--- src/rtl/fetch_controller_pkg.sv ---
// Shared fetch-stage definitions: state encoding, next-address selects and memory map constants.
// Decode and interrupt logic import the same constants.
package fetch_controller_pkg;

  localparam int PC_W    = 32;
  localparam int ADDR_W  = 20;
  localparam int EXT_BIT = 15;

  localparam logic [PC_W-1:0]   RESET_PC = 32'd32;
  localparam logic [ADDR_W-1:0] INT_VEC  = 20'd0;

  typedef enum logic [1:0] {
    FETCH    = 2'd0,
    FETCH_HI = 2'd1,
    VEC_LO   = 2'd2,
    VEC_HI   = 2'd3
  } fetch_state_e;

  typedef enum logic [1:0] {
    SEL_HOLD   = 2'd0,
    SEL_INC    = 2'd1,
    SEL_BRANCH = 2'd2,
    SEL_VEC    = 2'd3
  } pc_sel_e;

endpackage

--- src/rtl/fetch_controller_pc_next_mux.sv ---
// Next fetch-address select: hold, increment (mod 2**PC_W), branch redirect or interrupt vector.
module fetch_controller_pc_next_mux
  import fetch_controller_pkg::*;
(
  input  pc_sel_e          sel,
  input  logic [PC_W-1:0]  fa,
  input  logic [PC_W-1:0]  branch_target,
  input  logic [PC_W-1:0]  vector,
  output logic [PC_W-1:0]  fa_next
);

  // Select the fetch address for the next cycle
  always_comb begin
    fa_next = fa;
    case (sel)
      SEL_HOLD:   fa_next = fa;
      SEL_INC:    fa_next = fa + 32'd1;
      SEL_BRANCH: fa_next = branch_target;
      SEL_VEC:    fa_next = vector;
      default:    fa_next = fa;
    endcase
  end

endmodule

--- src/rtl/fetch_controller.sv ---
// Fetch-stage sequencer: drives instruction-memory reads, assembles one/two-word instructions,
// and handles stalls, branch redirects and interrupt vectoring through the low memory words.
module fetch_controller
  import fetch_controller_pkg::*;
(
  input  logic              clk,
  input  logic              reset,
  input  logic              stall,
  input  logic              branch_valid,
  input  logic [PC_W-1:0]   branch_target,
  input  logic              int_req,
  output logic [ADDR_W-1:0] imem_addr,
  input  logic [15:0]       imem_rdata,
  output logic [PC_W-1:0]   pc,
  output logic [31:0]       instr,
  output logic              instr_valid,
  output logic              int_ack,
  output logic [PC_W-1:0]   epc
);

  fetch_state_e    state_r, state_s;
  pc_sel_e         sel_s;
  logic [PC_W-1:0] fa_r, fa_next_s;
  logic [15:0]     first_r, first_s;
  logic [15:0]     lo_r, lo_s;
  logic [PC_W-1:0] pc_r, pc_s;
  logic [31:0]     instr_r, instr_s;
  logic            valid_r, valid_s;
  logic            int_ack_r, int_ack_s;
  logic [PC_W-1:0] epc_r, epc_s;
  logic [PC_W-1:0] vector_s;

  assign vector_s    = {imem_rdata, lo_r};
  assign pc          = pc_r;
  assign instr       = instr_r;
  assign instr_valid = valid_r;
  assign int_ack     = int_ack_r;
  assign epc         = epc_r;

  fetch_controller_pc_next_mux u_pc_next_mux (
    .sel           (sel_s),
    .fa            (fa_r),
    .branch_target (branch_target),
    .vector        (vector_s),
    .fa_next       (fa_next_s)
  );

  // Memory read address: vector words while vectoring, otherwise the fetch address
  always_comb begin
    imem_addr = fa_r[ADDR_W-1:0];
    case (state_r)
      VEC_LO:  imem_addr = INT_VEC;
      VEC_HI:  imem_addr = INT_VEC + 20'd1;
      default: imem_addr = fa_r[ADDR_W-1:0];
    endcase
  end

  // Next-state and output decode; branch beats stall beats interrupt beats sequencing
  always_comb begin
    state_s   = state_r;
    sel_s     = SEL_HOLD;
    first_s   = first_r;
    lo_s      = lo_r;
    pc_s      = pc_r;
    instr_s   = instr_r;
    valid_s   = 1'b0;
    int_ack_s = 1'b0;
    epc_s     = epc_r;
    if (branch_valid) begin
      state_s = FETCH;
      sel_s   = SEL_BRANCH;
    end else if (stall) begin
      valid_s = valid_r;
    end else begin
      case (state_r)
        FETCH: begin
          // int_ack high means the vector just landed; let its first instruction issue
          if (int_req && !int_ack_r) begin
            epc_s   = fa_r;
            state_s = VEC_LO;
          end else if (imem_rdata[EXT_BIT] == 1'b0) begin
            instr_s = {16'h0000, imem_rdata};
            pc_s    = fa_r;
            valid_s = 1'b1;
            sel_s   = SEL_INC;
          end else begin
            first_s = imem_rdata;
            sel_s   = SEL_INC;
            state_s = FETCH_HI;
          end
        end
        FETCH_HI: begin
          instr_s = {imem_rdata, first_r};
          pc_s    = fa_r - 32'd1;
          valid_s = 1'b1;
          sel_s   = SEL_INC;
          state_s = FETCH;
        end
        VEC_LO: begin
          lo_s    = imem_rdata;
          state_s = VEC_HI;
        end
        VEC_HI: begin
          sel_s     = SEL_VEC;
          int_ack_s = 1'b1;
          state_s   = FETCH;
        end
        default: begin
          state_s = FETCH;
        end
      endcase
    end
  end

  // State and output registers
  always_ff @(posedge clk or posedge reset) begin
    if (reset) begin
      state_r   <= FETCH;
      fa_r      <= RESET_PC;
      first_r   <= 16'h0000;
      lo_r      <= 16'h0000;
      pc_r      <= 32'h0000_0000;
      instr_r   <= 32'h0000_0000;
      valid_r   <= 1'b0;
      int_ack_r <= 1'b0;
      epc_r     <= 32'h0000_0000;
    end else begin
      state_r   <= state_s;
      fa_r      <= fa_next_s;
      first_r   <= first_s;
      lo_r      <= lo_s;
      pc_r      <= pc_s;
      instr_r   <= instr_s;
      valid_r   <= valid_s;
      int_ack_r <= int_ack_s;
      epc_r     <= epc_s;
    end
  end

endmodule

--- config.mk ---
export PLATFORM = sky130hd
export DESIGN_NAME = fetch_controller
export DESIGN_NICKNAME = d
export VERILOG_FILES = /design/src/rtl/fetch_controller_pkg.sv /design/src/rtl/fetch_controller_pc_next_mux.sv /design/src/rtl/fetch_controller.sv
export SDC_FILE = /design/constraint.sdc
export NUM_CORES = 1
export LEC_CHECK = 0
export ABC_AREA = 1
export BUFFER_PORTS_ARGS = -buffer_cell sky130_fd_sc_hd__buf_2
export CAP_MARGIN = 20
export CELL_PAD_IN_SITES_DETAIL_PLACEMENT = 1
export CELL_PAD_IN_SITES_GLOBAL_PLACEMENT = 1
export CORE_ASPECT_RATIO = 1.1
export CORE_MARGIN = 3
export CORE_UTILIZATION = 35
export DETAILED_ROUTE_END_ITERATION = 16
export GPL_TIMING_DRIVEN = 0
export HOLD_SLACK_MARGIN = 0.12
export PLACE_DENSITY = 0.76
export REMOVE_ABC_BUFFERS = 1
export SYNTH_ARGS = -nofsm -noshare
export SYNTH_HDL_FRONTEND = slang
export SYNTH_SLANG_ARGS = --single-unit
--- constraint.sdc ---
create_clock -name clk -period 11.6 [get_ports clk]
set_input_delay 0.58 -clock clk [delete_from_list [all_inputs] [get_ports clk]]
set_output_delay 0.58 -clock clk [all_outputs]
set_load 0.005 [all_outputs]
==> flow_summary.json <==
{
  "first_pass_iters": 5,
  "grt_setup_unrepaired": "false",
  "gp_congestion": 0.8838,
  "synthCells": 1133,
  "grt_pass1_vias": 8406,
  "cts_tree": "yes",
  "critPathMaxStageDelay_ns": 0.76,
  "ys_seq_elements": 164,
  "final_area_mm2": 0.01032,
  "die_y_um": 170.2,
  "port_buffers": 170,
  "nNetsFinal": 1320,
  "worst_path_most_repeated_cell": "nand2_1",
  "worstPathRequired_ns": 11.90,
  "synthArstFlopShare": 1.000,
  "p_per_area_mw_per_mm2": 190.3,
  "ios": 171,
  "cts.reportedPaths.clkPinSlew_ns": 0.07,
  "synthTopCellsByCount": "359 x nand2_1, 163 x dfrtp_1, 140 x nor2_1, 92 x o21ai_0, 72 x inv_1",
  "yosysMostFrequentCell": "nand2_1",
  "r2r_end": "fa_r[17]",
  "setup_ws_ns": 8.070,
  "core_mm2": 0.02392,
  "arrival_ns": 3.83,
  "yosys_warnings": 0,
  "cts.path.max_buffers": 2,
  "nFillCells": 3058,
  "cts_root_buf": "clkbuf_16",
  "drt_iter0_drc": 401,
  "dr_wl_met3_um": 1380,
  "rr_worst_depth": 8,
  "synth_area_mm2": 0.008582,
  "post-cts-setup-buffers": 0,
  "whs_ns": 0.1439,
  "cts_resized": 0,
  "r2r-start": "state_r[1]",
  "slew_violations": 0,
  "synth.area.top_cells": "dfrtp_1 48%, nand2_1 16%, nor2_1 6.1%",
  "tightest_slew_ns": 1.019,
  "drc": 0,
  "critical_path_class": "reg2reg",
  "crit_path_end": "fa_r[17]",
  "synth-seq-area-share": 0.4783,
  "max_freq_ghz": 0.2833,
  "antenna_found_initial": 2,
  "cap_viol_max_count": 0,
  "power.leakage_nw": 5.195,
  "gr-total-overflow": 0,
  "hold_violations": 0,
  "grt_pass1_wl_um": 46670,
  "area_delta_synth_final_pct": 20.26,
  "fin_util": 0.4315,
  "max_slew_margin": 0.3208,
  "crit_start": "state_r[1]",
  "synth_edf_count": 0,
  "drtAntennaViolNets": 0,
  "path_max_fanout": 29,
  "hold_path_class": "in2async",
  "dp_slack_ns": 7.993,
  "h-tree-depth": 4,
  "multi_input_area_mm2": 0.003887,
  "chipWidth_um": 155.3,
  "holdBufCountCts": 0,
  "grt_util_all_layers": 0.2219,
  "vias": 8105,
  "dr.max_layer_used": "met5",
  "die_area_mm2": 0.02644,
  "viasPerCell": 5.120,
  "r2r_slack_ns": 8.07,
  "wl_met1_um": 13420,
  "seq_area_mm2": 0.004105,
  "fin_setup_tns_ns": 0,
  "syn_area_per_cell_um2": 7.575,
  "worstSetupStartpointType": "flop",
  "place_area_mm2": 0.009669,
  "insertion_delay_ns": 0.44,
  "setup_violations": 0,
  "met2WireLength_um": 13510,
  "dp_hpwl_um": 21230,
  "status": "completed",
  "ys_types": 35,
  "path_cells": "nor2_2 -> nand2_1 -> nand2_1 -> nand2_1 -> nand2_2 -> inv_2 -> a211oi_1 -> a21oi_1",
  "initial_utilization": 0.3588,
  "finalCritPeriodShare": 0.3043,
  "core.rowCount": 59,
  "wire_per_inst_um": 18.27,
  "final_layout_size_suffix_gt1_frac": 0.1895,
  "grt_start_max_net_pins": 109,
  "cts_buffers": 17,
  "synth_top_area_frac": 0.4753,
  "synth_flop_cell": "dfrtp_1",
  "critPathCaptureType": "flop",
  "slowest_stage": "dfrtp_1",
  "wirelength_um": 28920,
  "fin_worst_skew_ns": 0.01209,
  "fin_crit_ns": 3.530,
  "numClockSinks": 164,
  "vdd_drop_max_mv": 0.09251,
  "yosys.area.top_type": "dfrtp_1"
}
routing by layer:
layer / vias up / track usage
met4: 4 / 0.06395
met2: 165 / 0.3662
met1: 3973 / 0.2965
met5: - / 0
li1: 3922 / -
met3: 41 / 0.04680
cell usage in the layout (no fill, tap or decap), types with 7 or more instances in the layout:
cell and instances:
nand3_1 49, a21oi_1 23, o21ai_0 92, o211ai_1 16
buf_2 170, nand2_1 359, clkbuf_16 17, a211oi_1 14
dfrtp_1 163, inv_1 71, o31ai_1 16, a31oi_1 7
xor2_1 27, nor2_2 8, nand4_1 17, inv_2 9
o21ai_1 23, nor2_1 140
cell families (layout without fill, tap and decap cells):
group | count (synthesis) | count (layout) | synth area share
AND/OR/NAND/NOR | 591 | 591 | 0.2834
AO/OA/AOI/OAI | 203 | 203 | 0.1369
flip-flops | 164 | 164 | 0.4783
buffers and inverters | 146 | 290 | 0.07086
XOR/XNOR | 27 | 27 | 0.02756
adder cells (fa/ha/maj) | 2 | 2 | 0.002915
other | 0 | 1 | 0
power by group:
part | total, mW | leakage (nW) | internal [mW] | switching (mW)
combinational | 0.479 | 2.86 | 0.197 | 0.282
clock | 0.634 | 0.306 | 0.370 | 0.264
sequential | 0.852 | 2.03 | 0.725 | 0.126
total | 1.96 | 5.19 | 1.29 | 0.672
state kept, by name, summed over array words and instances, names as in the netlist:
| signal | count |
|---|---|
| pc | 32 |
| instr | 32 |
| int_ack | 1 |
| instr_valid | 1 |
| state_r | 2 |
| first_r | 16 |
| lo_r | 16 |
| epc | 32 |
| fa_r | 32 |
how the worst min path moves through the flow:
stage                           start           to  depth (start not counted)
after global placement       instr[2]     instr[2]                          2
after CTS                       reset  instr_valid                          2
after detailed placement     instr[8]     instr[8]                          2
after global routing            reset  instr_valid                          2
after floorplan           first_r[15]  first_r[15]                          2
final                           reset  instr_valid                          2
per-stage QoR:
stage | instances | total power [mW]
2_1_floorplan | 1068 | 1.091
3_3_place_gp | 1543 | 1.318
3_5_place_dp | 1550 | 1.346
4_1_cts | 1581 | 1.984
5_1_grt | 1582 | 2.094
6_report | 1583 | 1.964
final cells by class:
type,instances,share of cell area
sequential,164,0.3977
multi-input combinational,823,0.3767
timing repair buffer,178,0.09674
clock buffer,18,0.04255
tap,305,0.03697
inverter,81,0.03019
clock inverter,13,0.01891
antenna,1,0.0002425
worst max-delay path, delay by kind of cell, from the launching register on:
family	cells	cell delay, ns
flip-flops	1	0.76
AND/OR/NAND/NOR	5	1.51
AO/OA/AOI/OAI	2	0.73
buffers and inverters	1	0.36
(Power assumes the default switching activity.)
